File: src/rtl/load_store_unit.sv
// Multicycle load/store unit: one request per operation, a single-port word-addressed memory
// behind a req/ready handshake, and a registered, aligned and extended load result.
module load_store_unit #(
  parameter int ADDR_W = 32
) (
  input  logic              clk,
  input  logic              rst_n,
  input  logic              start,
  input  logic              is_store,
  input  logic [2:0]        funct3,
  input  logic [ADDR_W-1:0] addr,
  input  logic [31:0]       store_data,
  output logic              mem_req,
  output logic              mem_we,
  output logic [ADDR_W-3:0] mem_addr,
  output logic [31:0]       mem_wdata,
  output logic [3:0]        mem_wmask,
  input  logic [31:0]       mem_rdata,
  input  logic              mem_ready,
  output logic [31:0]       data,
  output logic              busy,
  output logic              done,
  output logic              err,
  output logic [1:0]        state_dbg
);

  // Handshake: mem_req holds with constant addr/we/wdata/wmask until the memory
  // answers with mem_ready=1 in the same cycle; that cycle is the transfer.
  typedef enum logic [1:0] {
    S_IDLE   = 2'd0,
    S_ACCESS = 2'd1,
    S_DONE   = 2'd2,
    S_ERR    = 2'd3
  } state_t;

  state_t     state;
  logic       st_q;
  logic [2:0] f3_q;
  logic [1:0] off_q;

  logic        req_legal;
  logic [31:0] issue_wdata;
  logic [3:0]  issue_wmask;
  logic [31:0] load_fmt;

  assign state_dbg = state;

  always_comb begin
    req_legal = 1'b1;
    if (is_store) begin
      if (funct3 != 3'b000 && funct3 != 3'b001 && funct3 != 3'b010) req_legal = 1'b0;
    end else begin
      if (funct3 == 3'b011 || funct3 == 3'b110 || funct3 == 3'b111) req_legal = 1'b0;
    end
    if (funct3[1:0] == 2'b01 && addr[0]) req_legal = 1'b0;
    if (funct3[1:0] == 2'b10 && addr[1:0] != 2'b00) req_legal = 1'b0;
  end

  // Store lanes are replicated so the mask alone selects the written bytes.
  always_comb begin
    issue_wdata = 32'h0;
    issue_wmask = 4'b0000;
    if (is_store) begin
      case (funct3[1:0])
        2'b00: begin
          issue_wdata = {4{store_data[7:0]}};
          issue_wmask = 4'b0001 << addr[1:0];
        end
        2'b01: begin
          issue_wdata = {2{store_data[15:0]}};
          issue_wmask = 4'b0011 << addr[1:0];
        end
        default: begin
          issue_wdata = store_data;
          issue_wmask = 4'b1111;
        end
      endcase
    end
  end

  always_comb begin
    logic [7:0]  lb;
    logic [15:0] lh;
    lb       = mem_rdata[8*off_q +: 8];
    lh       = mem_rdata[16*off_q[1] +: 16];
    load_fmt = mem_rdata;
    case (f3_q)
      3'b000:  load_fmt = {{24{lb[7]}}, lb};
      3'b001:  load_fmt = {{16{lh[15]}}, lh};
      3'b100:  load_fmt = {24'h0, lb};
      3'b101:  load_fmt = {16'h0, lh};
      default: load_fmt = mem_rdata;
    endcase
  end

  always_ff @(posedge clk) begin
    if (!rst_n) begin
      state     <= S_IDLE;
      st_q      <= 1'b0;
      f3_q      <= 3'b000;
      off_q     <= 2'b00;
      mem_req   <= 1'b0;
      mem_we    <= 1'b0;
      mem_addr  <= '0;
      mem_wdata <= 32'h0;
      mem_wmask <= 4'b0000;
      data      <= 32'h0;
      busy      <= 1'b0;
      done      <= 1'b0;
      err       <= 1'b0;
    end else begin
      case (state)
        S_IDLE: begin
          done <= 1'b0;
          err  <= 1'b0;
          if (start) begin
            busy <= 1'b1;
            if (req_legal) begin
              state     <= S_ACCESS;
              st_q      <= is_store;
              f3_q      <= funct3;
              off_q     <= addr[1:0];
              mem_req   <= 1'b1;
              mem_we    <= is_store;
              mem_addr  <= addr[ADDR_W-1:2];
              mem_wdata <= issue_wdata;
              mem_wmask <= issue_wmask;
            end else begin
              state <= S_ERR;
              err   <= 1'b1;
            end
          end
        end
        S_ACCESS: begin
          if (mem_ready) begin
            state   <= S_DONE;
            mem_req <= 1'b0;
            mem_we  <= 1'b0;
            done    <= 1'b1;
            if (!st_q) data <= load_fmt;
          end
        end
        S_DONE: begin
          state <= S_IDLE;
          done  <= 1'b0;
          busy  <= 1'b0;
        end
        default: begin
          state <= S_IDLE;
          err   <= 1'b0;
          busy  <= 1'b0;
        end
      endcase
    end
  end

endmodule

File: config.mk
export PLATFORM = sky130hd
export DESIGN_NAME = load_store_unit
export DESIGN_NICKNAME = d
export VERILOG_FILES = /design/src/rtl/load_store_unit.sv
export SDC_FILE = /design/constraint.sdc
export NUM_CORES = 1
export LEC_CHECK = 0
export BUFFER_PORTS_ARGS = -buffer_cell sky130_fd_sc_hd__buf_2
export CAP_MARGIN = 20
export CORE_MARGIN = 3
export CORE_UTILIZATION = 52
export CTS_CLUSTER_DIAMETER = 30
export DETAILED_ROUTE_END_ITERATION = 10
export PLACE_DENSITY = 0.85
export SLEW_MARGIN = 5
export SYNTH_ARGS = -nofsm -noshare
export SYNTH_HDL_FRONTEND = slang
export SYNTH_SLANG_ARGS = --single-unit
File: constraint.sdc
create_clock -name clk -period 3.3 [get_ports clk]
set_input_delay 0.165 -clock clk [delete_from_list [all_inputs] [get_ports clk]]
set_output_delay 0.165 -clock clk [all_outputs]
set_load 0.02 [all_outputs]
==> results.tsv, run 1 <==
metric	value	unit
slowest_delay	0.88	ns
power_frac_seq	0.497	
finalHoldViolations	0	
cp_num_buf_inv	0	
startpoint_type	flop	
synthesis.area	5150	µm²
tightest_slew	0.832	ns
clockPowerShare	0.285	
place.gp.congestion	0.861	
grt_max_degree	87	
clock_path_buffers	2	
cp_cell_sequence	mux2i_1, a2111oi_4, a31oi_4, a21oi_1	
power.leakage	2.86	nW
root_buffer	clkbuf_8	
outcome	finished, final reports clean	
skew	0.00896	ns
p_int	2.07	mW
start_util	0.547	
vias	5159	
p_comb_frac	0.218	
grt.overflow.total	0	
cp.arrival	2.48	ns
ir_worst_vdd	0.000248	V
synth.lib_cells_used.distinct	45	
seq_area_frac_synth	0.431	
r2r_slack	1.05	ns
numClockSinks	111	
wl	15100	µm
ys_warn_count	0	
grt_pass1_vias	4826	
wl_per_cell	16.6	µm
grt_pass1_wl	24000	µm
min_period	2.25	ns
p_sw_frac	0.310	
multi_input_area	2640	µm²
io_pins	209	
insertion_delay	0.36	ns
avgSynthCellArea	8.52	µm²
drv_slew	0	
p_total	2.99	mW
finalCritPeriodShare	0.683	
slew_headroom	0.445	
grt_use_total	0.263	
grt_setup_unrepaired	no	
cp_slowest_cell	dfxtp_1	
holdPathStages	3	
synth_edf_count	0	
cts_tree	done	
cts-hold-fix-buffers	0	
setup_viol	0	
syn_to_final_growth	24.0	%
die_h	106	µm
synth_ff_type	dfxtp_1	
hold_path.class	in2reg	
rows	35	
postCtsSetupRepairBufs	0	
cp_num_cells	4	
crit_required	3.53	ns
drv_cap	0	
critPathTopFamily	flip-flops	
drt_iter0_drc	324	
crit_path_end_kind	flop	
core-area	9420	µm²
drc	0	
cellPowerDensity	469	nW/µm²
antenna_found_initial	0	
ys_seq_elements	111	
power_switching	929	µW
synth_nets	713	
async_flop_share	0	
clk_pin_slew	0.11	ns
synth_cells	605	
path_class	reg2reg	
fill_cells	813	
h-tree-depth	3	
die-area	11100	µm²
cts_buffers	9	
final_antenna_net_count	0	
first_pass_iters	5	
portBuffers	208	
drive_above_1_share	0.336	
cts-resized-gates	0	
dp_hpwl	11000	µm
critPathMaxFanout	22	
ff_latch_area	2220	µm²
timing.fmax	444	MHz
die_x	106	µm
ff2ff_path_depth	4	
layout.nets	880	
vias_per_cell	5.69	
finalSetupTns	0	ns
==> tightest hold or removal path, cell delays in order <==
cell     delay, ns
buf_2         0.09
nand2_1       0.04
o21ai_0       0.05
==> registers in the layout (all words and copies together), names as in the netlist, 2 cells and up <==
signal and cells:
mem_addr 30, off_q 2, mem_wmask 4, data 32, state_dbg 2, mem_wdata 32, f3_q 3
==> cells by family (layout without fill, tap and decap cells) <==
| kind of cell | count (synthesis) | in the layout | share of synthesized area |
|---|---|---|---|
| AND/OR/NAND/NOR | 199 | 199 | 0.188 |
| AO/OA/AOI/OAI | 184 | 184 | 0.230 |
| flip-flops | 111 | 111 | 0.431 |
| buffers and inverters | 66 | 238 | 0.0571 |
| multiplexers | 41 | 41 | 0.0838 |
| adder cells (fa/ha/maj) | 4 | 4 | 0.00971 |
| other | 0 | 1 | 0 |
==> layout make-up <==
type | count | share of cell area
flip-flops and latches | 111 | 0.348
repair buffers | 216 | 0.176
clock buffers | 11 | 0.0237
inverters | 6 | 0.00352
diodes | 1 | 0.000392
clock inverters | 5 | 0.00998
multi-input cells | 428 | 0.414
well taps | 129 | 0.0253
==> per-layer routing <==
metal	wire length, µm	track usage	vias up
li1	-	-	2515
met1	6090	0.334	2376
met2	7200	0.438	244
met3	1480	0.0680	24
met4	316	0.0851	0
met5	0	0	-
==> power by group through the flow <==
stage,Combinational [mW],Sequential [mW],Clock (mW)
floorplan,0.325,1.61,0
global placement,0.628,1.51,0
detailed placement,0.645,1.52,0
CTS,0.646,1.49,0.874
global route,0.715,1.50,0.931
finish,0.652,1.49,0.855
==> worst paths after layout <==
check / end / start
setup / recovery: data[19] / off_q[1]
hold / removal: mem_addr[14] / addr[16]
setup reg to reg: data[19] / off_q[1]
hold reg to reg: mem_addr[28] / mem_addr[28]
==> placed cells by master (no fill, tap or decap), types with 2 or more instances in the layout <==
master / Yosys / final
or2_2: 2 / 2
clkinv_4: 0 / 2
clkbuf_8: 0 / 11
buf_2: 22 / 207
nand2b_1: 3 / 3
nor3b_1: 8 / 8
o21ai_0: 71 / 71
o22a_1: 7 / 7
a21oi_2: 10 / 10
buf_4: 1 / 8
dfxtp_1: 111 / 111
o21ai_1: 3 / 3
nor4bb_1: 7 / 7
o31ai_1: 28 / 28
inv_1: 6 / 6
nor3_1: 3 / 3
ha_1: 4 / 4
nand2_1: 61 / 61
mux2i_1: 33 / 33
nand3_1: 81 / 81
nor4_1: 2 / 2
nor2b_1: 3 / 3
a2111oi_0: 7 / 7
nor2_1: 25 / 25
a21oi_1: 45 / 45
mux2_2: 7 / 7
==> cell usage after synthesis (2+ instances only) <==
master | instances | area (µm²)
inv_1 | 6 | 22.5
nand2b_1 | 3 | 18.8
o22a_1 | 7 | 61.3
or2_2 | 2 | 12.5
a2111oi_0 | 7 | 61.3
o21ai_1 | 3 | 15.0
nand2_1 | 61 | 229
nor3b_1 | 8 | 60.1
nand3_1 | 81 | 405
nor3_1 | 3 | 15.0
nor4_1 | 2 | 12.5
a21oi_2 | 10 | 87.6
nor2_1 | 25 | 93.8
nor2b_1 | 3 | 18.8
ha_1 | 4 | 50.1
clkbuf_1 | 29 | 109
dfxtp_1 | 111 | 2220
mux2_2 | 7 | 78.8
o31ai_1 | 28 | 210
buf_6 | 2 | 22.5
o21ai_0 | 71 | 355
a21oi_1 | 45 | 225
buf_2 | 22 | 110
buf_1 | 6 | 22.5
nor4bb_1 | 7 | 70.1
mux2i_1 | 33 | 330
==> through the flow <==
step	util	cells	area [µm²]	setup WS, ns	hold WS (ns)
floorplan	-	605	5150	1.45	0.298
global placement	0.653	889	6150	1.17	0.406
detailed placement	0.653	889	6150	1.08	0.412
CTS	0.676	905	6360	1.07	0.0186
global route	0.679	906	6390	0.876	0.0279
finish	0.679	907	6390	1.05	0.0352
No activity file was read; power rests on OpenSTA's default activity.
==> inputs of run 2 (changes only) <==
Settings changed: ABC_AREA set to 1, CORE_UTILIZATION 52 to 49, PLACE_DENSITY 0.85 to 0.8.
Clock period 3.3 ns to 2.2 ns, I/O delays scaled along.
==> run 2 against run 1 <==
  * Maximum frequency increased by 17%
  * Die area increased by 9.4%
  * Global-route usage increased by 0.98 points
  * Sequential power increased by 71%
  * Count of clock-buffer cells in the layout decreased by 2
  * Highest routed layer unchanged
  * Largest power group unchanged
==> results.tsv, run 2 <==
metric	value	unit
synth.lib_cells_used.distinct	31	
drc	0	
ir_worst_vdd	0.000606	V
ys_warn_count	0	
cts_buffers	9	
crit_path_end_kind	flop	
holdPathStages	3	
rows	37	
finalSetupTns	0	ns
layout_setup_ws	0.273	ns
insertion_delay	0.37	ns
layout.nets	1124	
dpl_worst_slack	0.0741	ns
grt_max_degree	66	
place.gp.congestion	0.900	
portBuffers	208	
ys_top_cells_by_count	nand2_1 (159), nor2_1 (140), dfxtp_1 (111), a21oi_1 (81), o21ai_0 (75)	
synth_cells	797	
io_pins	209	
final_antenna_net_count	0	
die_x	110	µm
hold_path.class	in2reg	
final_cell_mix	buf_2 (208), nand2_1 (159), nor2_1 (140), dfxtp_1 (111), a21oi_1 (81)	
synth_area_leaders	dfxtp_1 (42%), nand2_1 (11%), nor2_1 (9.8%)	
cellPowerDensity	904	nW/µm²
wl	16900	µm
yosysTopAreaCell	dfxtp_1	
synth_nets	905	
min_period	1.93	ns
power.leakage	3.63	nW
finalCritPeriodShare	0.876	
h-tree-depth	3	
first_pass_iters	5	
antenna_cells	0	
seq_area_frac_synth	0.416	
vias	6063	
crit_required	2.48	ns
synth_edf_count	0	
grt_pass1_vias	5552	
cp.arrival	2.20	ns
critPathMaxFanout	18	
vias_per_cell	5.24	
dp_hpwl	11400	µm
drv_cap	0	
layout_commonest_cell	buf_2	
grt_setup_unrepaired	no	
start_util	0.510	
drive_above_1_share	0.261	
antenna_found_initial	0	
skew	0.0125	ns
utilization	0.669	
root_buffer	clkbuf_8	
clock_path_buffers	2	
grt_use_total	0.273	
clk_pin_slew	0.12	ns
syn_to_final_growth	31.1	%
drv_slew	0	
tightest_slew	0.482	ns
die-area	12200	µm²
timing.fmax	519	MHz
setup_viol	0	
async_flop_share	0	
ff2ff_path_depth	11	
drt_iter0_drc	397	
synth.most_common_cell	nand2_1	
startpoint_type	flop	
wl_per_cell	14.6	µm
path_class	reg2reg	
numClockSinks	111	
postCtsSetupRepairBufs	0	
grt.overflow.total	0	
grt_pass1_wl	26500	µm
slew_headroom	0.678	
avgSynthCellArea	6.70	µm²
core-area	10500	µm²
outcome	finished, final reports clean	
synthesis.area	5340	µm²
synth_top_area_frac	0.416	
ys_seq_elements	111	
die_h	110	µm
top_regs	data: 32 flops, mem_wdata: 32 flops, mem_addr: 30 flops	
finalHoldViolations	0	
synth_ff_type	dfxtp_1	
cts_tree	done	
-- run 2: cell types whose count changed after synthesis, sizes merged, moves of 15 or more --
| cell | delta |
|---|---|
| nand2 | +103 |
| inv | +67 |
| mux2i | -33 |
| o31ai | -29 |
| o21ai | +15 |
| a21oi | +26 |
| nor2 | +117 |
| nand3 | -28 |
-- run 2: cell families (layout without fill, tap and decap cells) --
| family | Yosys count | in the layout | share of synthesized area |
|---|---|---|---|
| fa+ha+maj | 4 | 4 | 0.00937 |
| buf+inv | 124 | 348 | 0.101 |
| flops | 111 | 111 | 0.416 |
| simple gates | 385 | 385 | 0.303 |
| compound gates | 173 | 173 | 0.170 |
-- run 2: stage by stage --
step	hold slack [ns]	std cells	total power [mW]	instance area (µm²)
after global placement	0.330	1107	4.93	6440
after detailed placement	0.337	1107	4.98	6440
final	0.0111	1157	6.33	7000
after CTS	0.00330	1157	6.34	6990
after global routing	0.00262	1157	6.76	7000
after floorplan	0.245	797	4.21	5340
-- run 2: critical path: stages, from the launching register on --
cell and delay [ns]:
dfxtp_1 0.40, inv_1 0.08, ha_1 0.24, inv_2 0.09
nor2_1 0.05, nand2_2 0.19, clkinv_2 0.26, buf_4 0.27
nor2_1 0.10, nor2_1 0.05, nand2_1 0.07, inv_1 0.03
-- run 2: worst paths after layout --
| path | end | slack (ns) | from |
|---|---|---|---|
| worst max-delay path | data[10] | 0.27 | state_dbg[1] |
| worst min register to register | mem_wdata[11] | 0.47 | mem_wdata[11] |
| worst min-delay path | mem_wdata[3] | 0.01 | store_data[3] |
| worst max register to register | data[10] | 0.27 | state_dbg[1] |
-- run 2: repair_timing --
item,CTS,global route
endpoints found under the setup margin,0,16
gates resized for setup,0,4
hold buffers,34,0
endpoints found under the hold margin,34,0
-- run 2: area by class of cell --
type	count	area (µm²)
fill	956	3460
multi-input combinational	562	2590
sequential	111	2220
timing repair buffer	258	1530
inverter	74	279
tap	136	170
clock buffer	9	124
clock inverter	7	87.6
-- run 2: layer usage --
metal,up-vias,wire (µm),part of all wire,global-route usage
met5,-,0,0,0
met4,0,363,0.022,0.0818
met3,34,1540,0.091,0.0745
met2,291,8020,0.48,0.455
met1,2750,6940,0.41,0.345
li1,2988,-,-,-
-- run 2: report_power, final --
group | leakage [nW] | switching, mW | internal (mW)
Combinational | 2.63 | 1.62 | 0.842
Clock | 0.101 | 0.763 | 0.554
Sequential | 0.904 | 0.197 | 2.35
